--- config.mk ---
export PLATFORM = sky130hd
export DESIGN_NAME = instruction_fetch_stage
export DESIGN_NICKNAME = d
export VERILOG_FILES = /design/src/rtl/core_pkg.sv /design/src/rtl/instr_mem.sv /design/src/rtl/instruction_fetch_stage.sv
export SDC_FILE = /design/constraint.sdc
export NUM_CORES = 1
export LEC_CHECK = 0
export BUFFER_PORTS_ARGS = -buffer_cell sky130_fd_sc_hd__buf_2
export CAP_MARGIN = 20
export CORE_ASPECT_RATIO = 0.6
export CORE_MARGIN = 2
export CORE_UTILIZATION = 56
export DETAILED_ROUTE_END_ITERATION = 12
export PLACE_DENSITY = 0.77
export SETUP_SLACK_MARGIN = 0.5
export SYNTH_ARGS = -nofsm -noshare
export SYNTH_HDL_FRONTEND = slang
export SYNTH_SLANG_ARGS = --single-unit
--- constraint.sdc ---
create_clock -name clk -period 2.4 [get_ports clk]
set_input_delay 0.12 -clock clk [delete_from_list [all_inputs] [get_ports clk]]
set_output_delay 0.12 -clock clk [all_outputs]
set_load 0.01 [all_outputs]
--- src/rtl/core_pkg.sv ---
// Shared definitions for the 2-bit-opcode core (mov/add/jump).
// Used by the fetch stage, the main control unit and the execute stage.
// Instruction layout: [7:6] opcode, [5:3] rd, [2:0] rs; jumps use [5:0] as an absolute target.
package core_pkg;

  localparam int unsigned INSTR_W   = 8;
  localparam int unsigned REG_IDX_W = 3;
  localparam int unsigned OPCODE_W  = 2;

  localparam logic [OPCODE_W-1:0] OP_MOV = 2'b00;
  localparam logic [OPCODE_W-1:0] OP_ADD = 2'b01;
  // Any opcode with this bit set is a jump (1x).
  localparam int unsigned OP_J_MSB = 1;

  // Field positions within an instruction word.
  localparam int unsigned OPC_MSB = 7;
  localparam int unsigned OPC_LSB = 6;
  localparam int unsigned RD_MSB  = 5;
  localparam int unsigned RD_LSB  = 3;
  localparam int unsigned RS_MSB  = 2;
  localparam int unsigned RS_LSB  = 0;
  localparam int unsigned JT_MSB  = 5;
  localparam int unsigned JT_LSB  = 0;

  function automatic logic is_jump(input logic [OPCODE_W-1:0] op);
    return op[OP_J_MSB];
  endfunction

endpackage

--- src/rtl/instr_mem.sv ---
// Instruction memory: Depth = 2**ADDR_W words of Width bits.
// Synchronous write, combinational read. Contents are never reset.
// A read and a write to the same address in one cycle return the old word;
// the new word is visible after the write edge.
// Ports:
//   clk_i   - rising-edge clock
//   we_i    - write enable
//   waddr_i - write address
//   wdata_i - write data
//   raddr_i - read address
//   rdata_o - read data (combinational)
module instr_mem #(
  parameter int unsigned ADDR_W = 6,
  parameter int unsigned Width  = 8
) (
  input  logic              clk_i,
  input  logic              we_i,
  input  logic [ADDR_W-1:0] waddr_i,
  input  logic [Width-1:0]  wdata_i,
  input  logic [ADDR_W-1:0] raddr_i,
  output logic [Width-1:0]  rdata_o
);

  localparam int unsigned Depth = 2 ** ADDR_W;

  logic [Width-1:0] mem_q [Depth];

  always_ff @(posedge clk_i) begin
    if (we_i) begin
      mem_q[waddr_i] <= wdata_i;
    end
  end

  assign rdata_o = mem_q[raddr_i];

endmodule

--- src/rtl/instruction_fetch_stage.sv ---
// IF stage plus IF/ID pipeline register for the 5-stage mov/add/jump core.
// Holds the fetch PC, the loadable instruction memory and the IF/ID register.
// A taken jump (pc_src with a valid IF/ID entry) redirects the PC to the
// absolute target in the instruction and inserts exactly one bubble.
// Ports:
//   clk         - rising-edge clock
//   reset       - asynchronous active-low reset
//   stall       - hold PC and IF/ID this cycle (wins over pc_src)
//   pc_src      - from control unit: instruction in IF/ID is a jump
//   prog_we     - instruction-memory write enable
//   prog_addr   - instruction-memory write address
//   prog_data   - instruction-memory write data
//   pc          - current fetch PC
//   if_id_instr - registered instruction
//   if_id_pc    - PC of the registered instruction
//   if_id_valid - 1 = real instruction, 0 = bubble
//   opcode      - if_id_instr[7:6]
//   rd          - if_id_instr[5:3]
//   rs          - if_id_instr[2:0]
module instruction_fetch_stage #(
  parameter int unsigned ADDR_W  = 6,
  parameter int unsigned INSTR_W = 8
) (
  input  logic               clk,
  input  logic               reset,
  input  logic               stall,
  input  logic               pc_src,
  input  logic               prog_we,
  input  logic [ADDR_W-1:0]  prog_addr,
  input  logic [INSTR_W-1:0] prog_data,
  output logic [ADDR_W-1:0]  pc,
  output logic [INSTR_W-1:0] if_id_instr,
  output logic [ADDR_W-1:0]  if_id_pc,
  output logic               if_id_valid,
  output logic [1:0]         opcode,
  output logic [2:0]         rd,
  output logic [2:0]         rs
);

  import core_pkg::OPC_MSB;
  import core_pkg::OPC_LSB;
  import core_pkg::RD_MSB;
  import core_pkg::RD_LSB;
  import core_pkg::RS_MSB;
  import core_pkg::RS_LSB;
  import core_pkg::JT_MSB;
  import core_pkg::JT_LSB;

  logic [ADDR_W-1:0]  pc_q, pc_d;
  logic [INSTR_W-1:0] if_id_instr_q, if_id_instr_d;
  logic [ADDR_W-1:0]  if_id_pc_q, if_id_pc_d;
  logic               if_id_valid_q, if_id_valid_d;
  logic [INSTR_W-1:0] fetch_data;

  instr_mem #(
    .ADDR_W(ADDR_W),
    .Width (INSTR_W)
  ) u_instr_mem (
    .clk_i  (clk),
    .we_i   (prog_we),
    .waddr_i(prog_addr),
    .wdata_i(prog_data),
    .raddr_i(pc_q),
    .rdata_o(fetch_data)
  );

  always_comb begin
    pc_d          = pc_q;
    if_id_instr_d = if_id_instr_q;
    if_id_pc_d    = if_id_pc_q;
    if_id_valid_d = if_id_valid_q;
    if (stall) begin
      // Hold everything; a pending jump resolves on the first unstalled edge.
    end else if (pc_src && if_id_valid_q) begin
      // Taken jump: redirect and squash the wrong-path fetch into a bubble.
      pc_d          = ADDR_W'(if_id_instr_q[JT_MSB:JT_LSB]);
      if_id_instr_d = '0;
      if_id_pc_d    = '0;
      if_id_valid_d = 1'b0;
    end else begin
      pc_d          = pc_q + ADDR_W'(1);
      if_id_instr_d = fetch_data;
      if_id_pc_d    = pc_q;
      if_id_valid_d = 1'b1;
    end
  end

  always_ff @(posedge clk or negedge reset) begin
    if (!reset) begin
      pc_q          <= '0;
      if_id_instr_q <= '0;
      if_id_pc_q    <= '0;
      if_id_valid_q <= 1'b0;
    end else begin
      pc_q          <= pc_d;
      if_id_instr_q <= if_id_instr_d;
      if_id_pc_q    <= if_id_pc_d;
      if_id_valid_q <= if_id_valid_d;
    end
  end

  assign pc          = pc_q;
  assign if_id_instr = if_id_instr_q;
  assign if_id_pc    = if_id_pc_q;
  assign if_id_valid = if_id_valid_q;
  assign opcode      = if_id_instr_q[OPC_MSB:OPC_LSB];
  assign rd          = if_id_instr_q[RD_MSB:RD_LSB];
  assign rs          = if_id_instr_q[RS_MSB:RS_LSB];

endmodule

After elaboration in Yosys (flattened, before gate mapping)
Memory sizes are Yosys's and may differ from the RTL's.
Cells that the tools add are included.

storage, ports and cells
  register bits = 21
  bits in writable memories = 512
  output and inout port bits = 29
  word-level logic and storage cells = 13
  memories = 1

memory list
  name               depth  bits a word  rd ports  clocked after memory_dff  wr ports  line             RTL
  u_instr_mem.mem_q  64     8            1         0                         1         instr_mem.sv:26  logic [Width-1:0] mem_q [Depth];

operators by class
  add/sub/neg operators = 1
  multiplexer cells = 6
  reductions and logical operators = 1

operators with widths
  operator                                                       number
  6-bit two-way mux                                              2
  8-bit two-way mux                                              1
  6-bit by 1-bit adder with 6-bit output, second input constant  1
  1-bit two-way mux                                              3
  1-bit logical AND                                              1

Depth between registers and ports, before layout
  word-level depth = 2
  mapped depth = 10
  depth with buffers taken out = 5

Hierarchy
A second synthesis with hierarchy kept.

unflattened totals
  cells, all modules = 1,041
  area total of the unflattened synthesis = 21,027.7 sq um

modules (own cells, without submodules)
  module                   instances  cells an instance  area each (sq um)  seq. area each (sq um)
  instr_mem                1          932                20,006.7           15,374.7
  instruction_fetch_stage  1          109                1,021.0            525.5

Worst setup path after synthesis
OpenSTA, ideal clock, no wires.

  kind = register -> register
  start = register pc_q[0], in the netlist pc[0]
  end = register if_id_instr_q[3], in the netlist if_id_instr[3]
  library setup time = 0.132 ns
  arrival time = 2.265 ns
  slack = 0.004 ns
  stages on the path, launching flop included = 10
  path buffers = 4
  period minus slack after synthesis = 2.396 ns
  cells stage by stage = dfrtp_1 > buf_6 > buf_12 > buf_4 > buf_2 > mux4_2 > a22oi_1 > a21oi_1 > a221oi_1 > o21ai_1

between the ends
  word-level cells in the longest chain between the ends = 2

ends and longest elaborated chain
  element                 line                           RTL
  start, declared         instruction_fetch_stage.sv:49  logic [ADDR_W-1:0] pc_q, pc_d;
  start signal, assigned  instruction_fetch_stage.sv:95  pc_q <= pc_d;
  memory 64 x 8 bit       n/a
  8-bit two-way mux       instruction_fetch_stage.sv:74  end else if (pc_src && if_id_valid_q) begin
  end signal, assigned    instruction_fetch_stage.sv:96  if_id_instr_q <= if_id_instr_d;
  end, declared           instruction_fetch_stage.sv:50  logic [INSTR_W-1:0] if_id_instr_q, if_id_instr_d;

No other way between the ends.
A chain may end at the register's enable or synchronous reset.

Worst setup path in the final report
  start = register pc_q[0], in the netlist pc[0]
  end = register if_id_instr_q[0], in the netlist if_id_instr[0]

The elaborated chain is that of the path after synthesis.

==> impl_metrics.py <==
metrics = {
    "status": {
        "outcome": "complete, but fails checks",
        "failed_checks": "setup timing",
    },
    "floorplanning": {
        "fp-row-count": 55,
        "die_w_um": 255,
        "die-area_um2": 39400,
        "die_y_um": 155,
        "initial_core_util_pct": 56.5,
        "ioPinCount": 48,
        "core-area_um2": 37500,
    },
    "drt": {
        "drtPass1Iterations": 9,
        "wl_per_cell_um": 29.4,
        "vias_per_cell": 6.43,
        "via_count": 11400,
        "drc": 0,
        "drt-total-wl_um": 52200,
        "drtAntennaViolNets": 0,
        "drtIter0Drc": 1622,
    },
    "synth": {
        "syn_nets": 1072,
        "yosysMostFrequentCell": "edfxtp_1",
        "yosys_warnings": 0,
        "synth_seq_cells": 533,
        "yosys-top-cells-count": "edfxtp_1, mux4_2, nor2_1",
        "synth_edf_count": 512,
        "synth_fa_ha_area_share_pct": 0.0591,
        "synthCells": 1052,
        "ys_types": 55,
        "yosys.area_share.simple_pct": 3.88,
        "syn_area_per_cell_um2": 20.1,
        "synth_seq_area_share_pct": 75.1,
        "async_reset_ff_share_pct": 3.94,
        "netlist_area_um2": 21200,
        "synth_area_leaders": "edfxtp_1, mux4_2, dfrtp_1",
        "synth-compound-area-share_pct": 3.15,
        "synth-xor-area-share_pct": 0,
        "synthMuxAreaShare_pct": 15.4,
        "synth_ff_type": "edfxtp_1",
        "synth_top_family_by_area": "multiplexers",
        "yosys.area.top_type": "edfxtp_1",
        "yosys.area.top_type_share_pct": 72.6,
    },
    "placed_design": {
        "gp_congestion": 0.906,
        "place_hpwl_um": 34600,
        "placement.io_buffers": 47,
    },
    "cts": {
        "insertion_delay_ns": 0.57,
        "cts_tree": "yes",
        "clkTransAtPathRegs_ns": 0.07,
        "clkSinkCount": 533,
        "numCtsBuffers": 47,
        "cts_root_buffer": "clkbuf_16",
        "htree_levels": 2,
        "cts_max_path_buffers": 3,
    },
    "power_and_ir_drop": {
        "p_per_area_nw_per_um2": 1040,
        "static-leakage-power_nw": 8.11,
        "vdd_drop_max_mv": 0.599,
        "design_power_total_mw": 25.3,
    },
    "cells_and_area": {
        "layout.nets": 1246,
        "final_util_pct": 65.2,
        "area_growth_pct": 15.6,
        "layout-drive-gt1-share_pct": 31.6,
        "fillers": 2400,
    },
    "critical_path": {
        "path_cells": "buf_12 -> buf_4 -> mux4_2 -> mux4_2 -> a221oi_2 -> o21ai_1",
        "cpLargestDelayFamily": "multiplexers",
        "cp_slowest_stage_delay_ns": 0.57,
        "crit_buf_inv": 2,
        "crit_type": "flop to flop",
        "slowest_stage": "mux4_2",
        "cp.required_ns": 2.84,
        "cp_max_fo": 15,
        "start_kind": "flop",
        "crit_arrival_ns": 2.87,
        "cpMostUsedCell": "mux4_2",
        "endpoint_kind": "flop",
    },
    "sta": {
        "finClkSkew_ns": 0.00895,
        "max_slew_margin_pct": 45.5,
        "setup_viol": 3,
        "layout_min_cycle_time_ns": 2.43,
        "worst_pin_slew_ns": 0.815,
        "setup_ws_ns": -0.0285,
        "rsz0062_at_grt": "yes",
        "post-route-period-util_pct": 101,
        "finalHoldViolCount": 0,
        "max_freq_mhz": 412,
        "whs_ns": 0.0447,
        "drv_slew": 0,
    },
    "global_routing": {
        "track_usage_pct": 27.3,
        "top_usage_layer": "met1",
        "met3_usage_pct": 10.6,
        "antenna_found_initial": 3,
        "grtUsageMet1_pct": 41.0,
        "grt_max_degree": 41,
        "grt_pass1_wl_um": 76100,
        "grt_pass1_vias": 11300,
        "grt_util_met2_pct": 37.4,
        "grt-ovfl-total": 0,
    },
    "min_path": {
        "hp-class": "input pin to flop",
    },
    "job": {
        "max_cap_violations": 0,
    },
}
==> per-layer routing <==
layer	vias up	part of all wire, %
met1	5850	41
met3	134	14
met2	768	42
met4	2	2.9
met5	-	0.017
li1	4651	-
==> what timing repair did <==
action                                  CTS  global route
buffers inserted                          3             1
hold buffers                              1             0
gates cloned                              1             0
pin swaps                                 2             0
resized for setup                        23             2
hold endpoints to repair                 21             0
endpoints found under the setup margin    8             9
==> worst register-to-register path, stage by stage, from the launching register on <==
cell and delay, ns:
dfrtp_4 0.50, buf_12 0.20, buf_4 0.16, mux4_2 0.57
mux4_2 0.53, a221oi_2 0.23, o21ai_1 0.12
==> flip-flops by register name (all words and copies together) (netlist names) <==
name	cells
if_id_instr	8
if_id_pc	6
if_id_valid	1
pc	6
u_instr_mem.mem_q	512
==> metrics by stage <==
step | cell area, µm² | setup WS, ns | setup TNS [ns] | cells
4_1_cts | 24500 | 0.0190 | 0 | 1773
3_3_place_gp | 22800 | -0.134 | -0.320 | 1684
6_report | 24500 | -0.0285 | -0.0451 | 1775
3_5_place_dp | 22800 | -0.131 | -0.477 | 1684
2_1_floorplan | 21200 | 0.129 | 0 | 1052
5_1_grt | 24500 | -0.0854 | -0.396 | 1774
==> cell type report <==
cell class / instances / area (µm²) / area share, %
diodes: 1 / 2.50 / 0.0102
clock buffers: 54 / 1240 / 5.09
clock inverters: 30 / 293 / 1.20
inverters: 4 / 15.0 / 0.0614
multi-input cells: 448 / 4840 / 19.8
flip-flops and latches: 533 / 15900 / 65.0
well taps: 513 / 642 / 2.62
repair buffers: 192 / 1520 / 6.20
==> worst paths after layout <==
kind | from | end | slack [ns] | cells past startpoint
max | pc[0] | if_id_instr[0] | -0.03 | 6
min | pc_src | pc[5] | 0.04 | 4
max reg2reg | pc[0] | if_id_instr[0] | -0.03 | 6
min reg2reg | if_id_pc[1] | if_id_pc[1] | 0.49 | 2
max in group asynchronous | reset | pc[0] | 1.92 | 2
min in group asynchronous | reset | if_id_pc[1] | 0.07 | 2
==> power breakdown <==
| part | switching [mW] | internal, mW | leakage (nW) |
|---|---|---|---|
| sequential | 0.332 | 10.4 | 4.86 |
| combinational | 3.74 | 3.20 | 2.50 |
| clock | 3.31 | 4.35 | 0.748 |
| total | 7.38 | 17.9 | 8.11 |
==> cell families after synthesis <==
group,count (synthesis)
flip-flops,533
AND/OR/NAND/NOR,177
multiplexers,171
AO/OA/AOI/OAI,99
buffers and inverters,71
adder cells (fa/ha/maj),1
==> cell usage in the layout, fill, tap and decap left out, types with 3 or more instances in the layout <==
cell type	n
bufinv_16	6
edfxtp_1	512
o21ai_0	14
mux4_2	105
a21oi_1	13
mux4_1	13
a22oi_1	10
buf_12	10
clkbuf_1	5
clkinv_2	6
buf_6	5
inv_1	3
o32ai_1	5
o22a_1	4
mux2i_1	38
nand3b_1	5
clkinv_1	15
a211oi_1	5
o22ai_1	15
or4_4	4
dfrtp_1	18
a221oi_2	5
o21ai_1	6
nand3_1	8
nand2_1	37
nor2_1	79
buf_2	47
nand2b_1	6
buf_4	126
mux2_2	15
and2_1	5
clkbuf_16	49
nor3_1	5
nor2b_1	11
No activity file was read; power rests on OpenSTA's default activity.
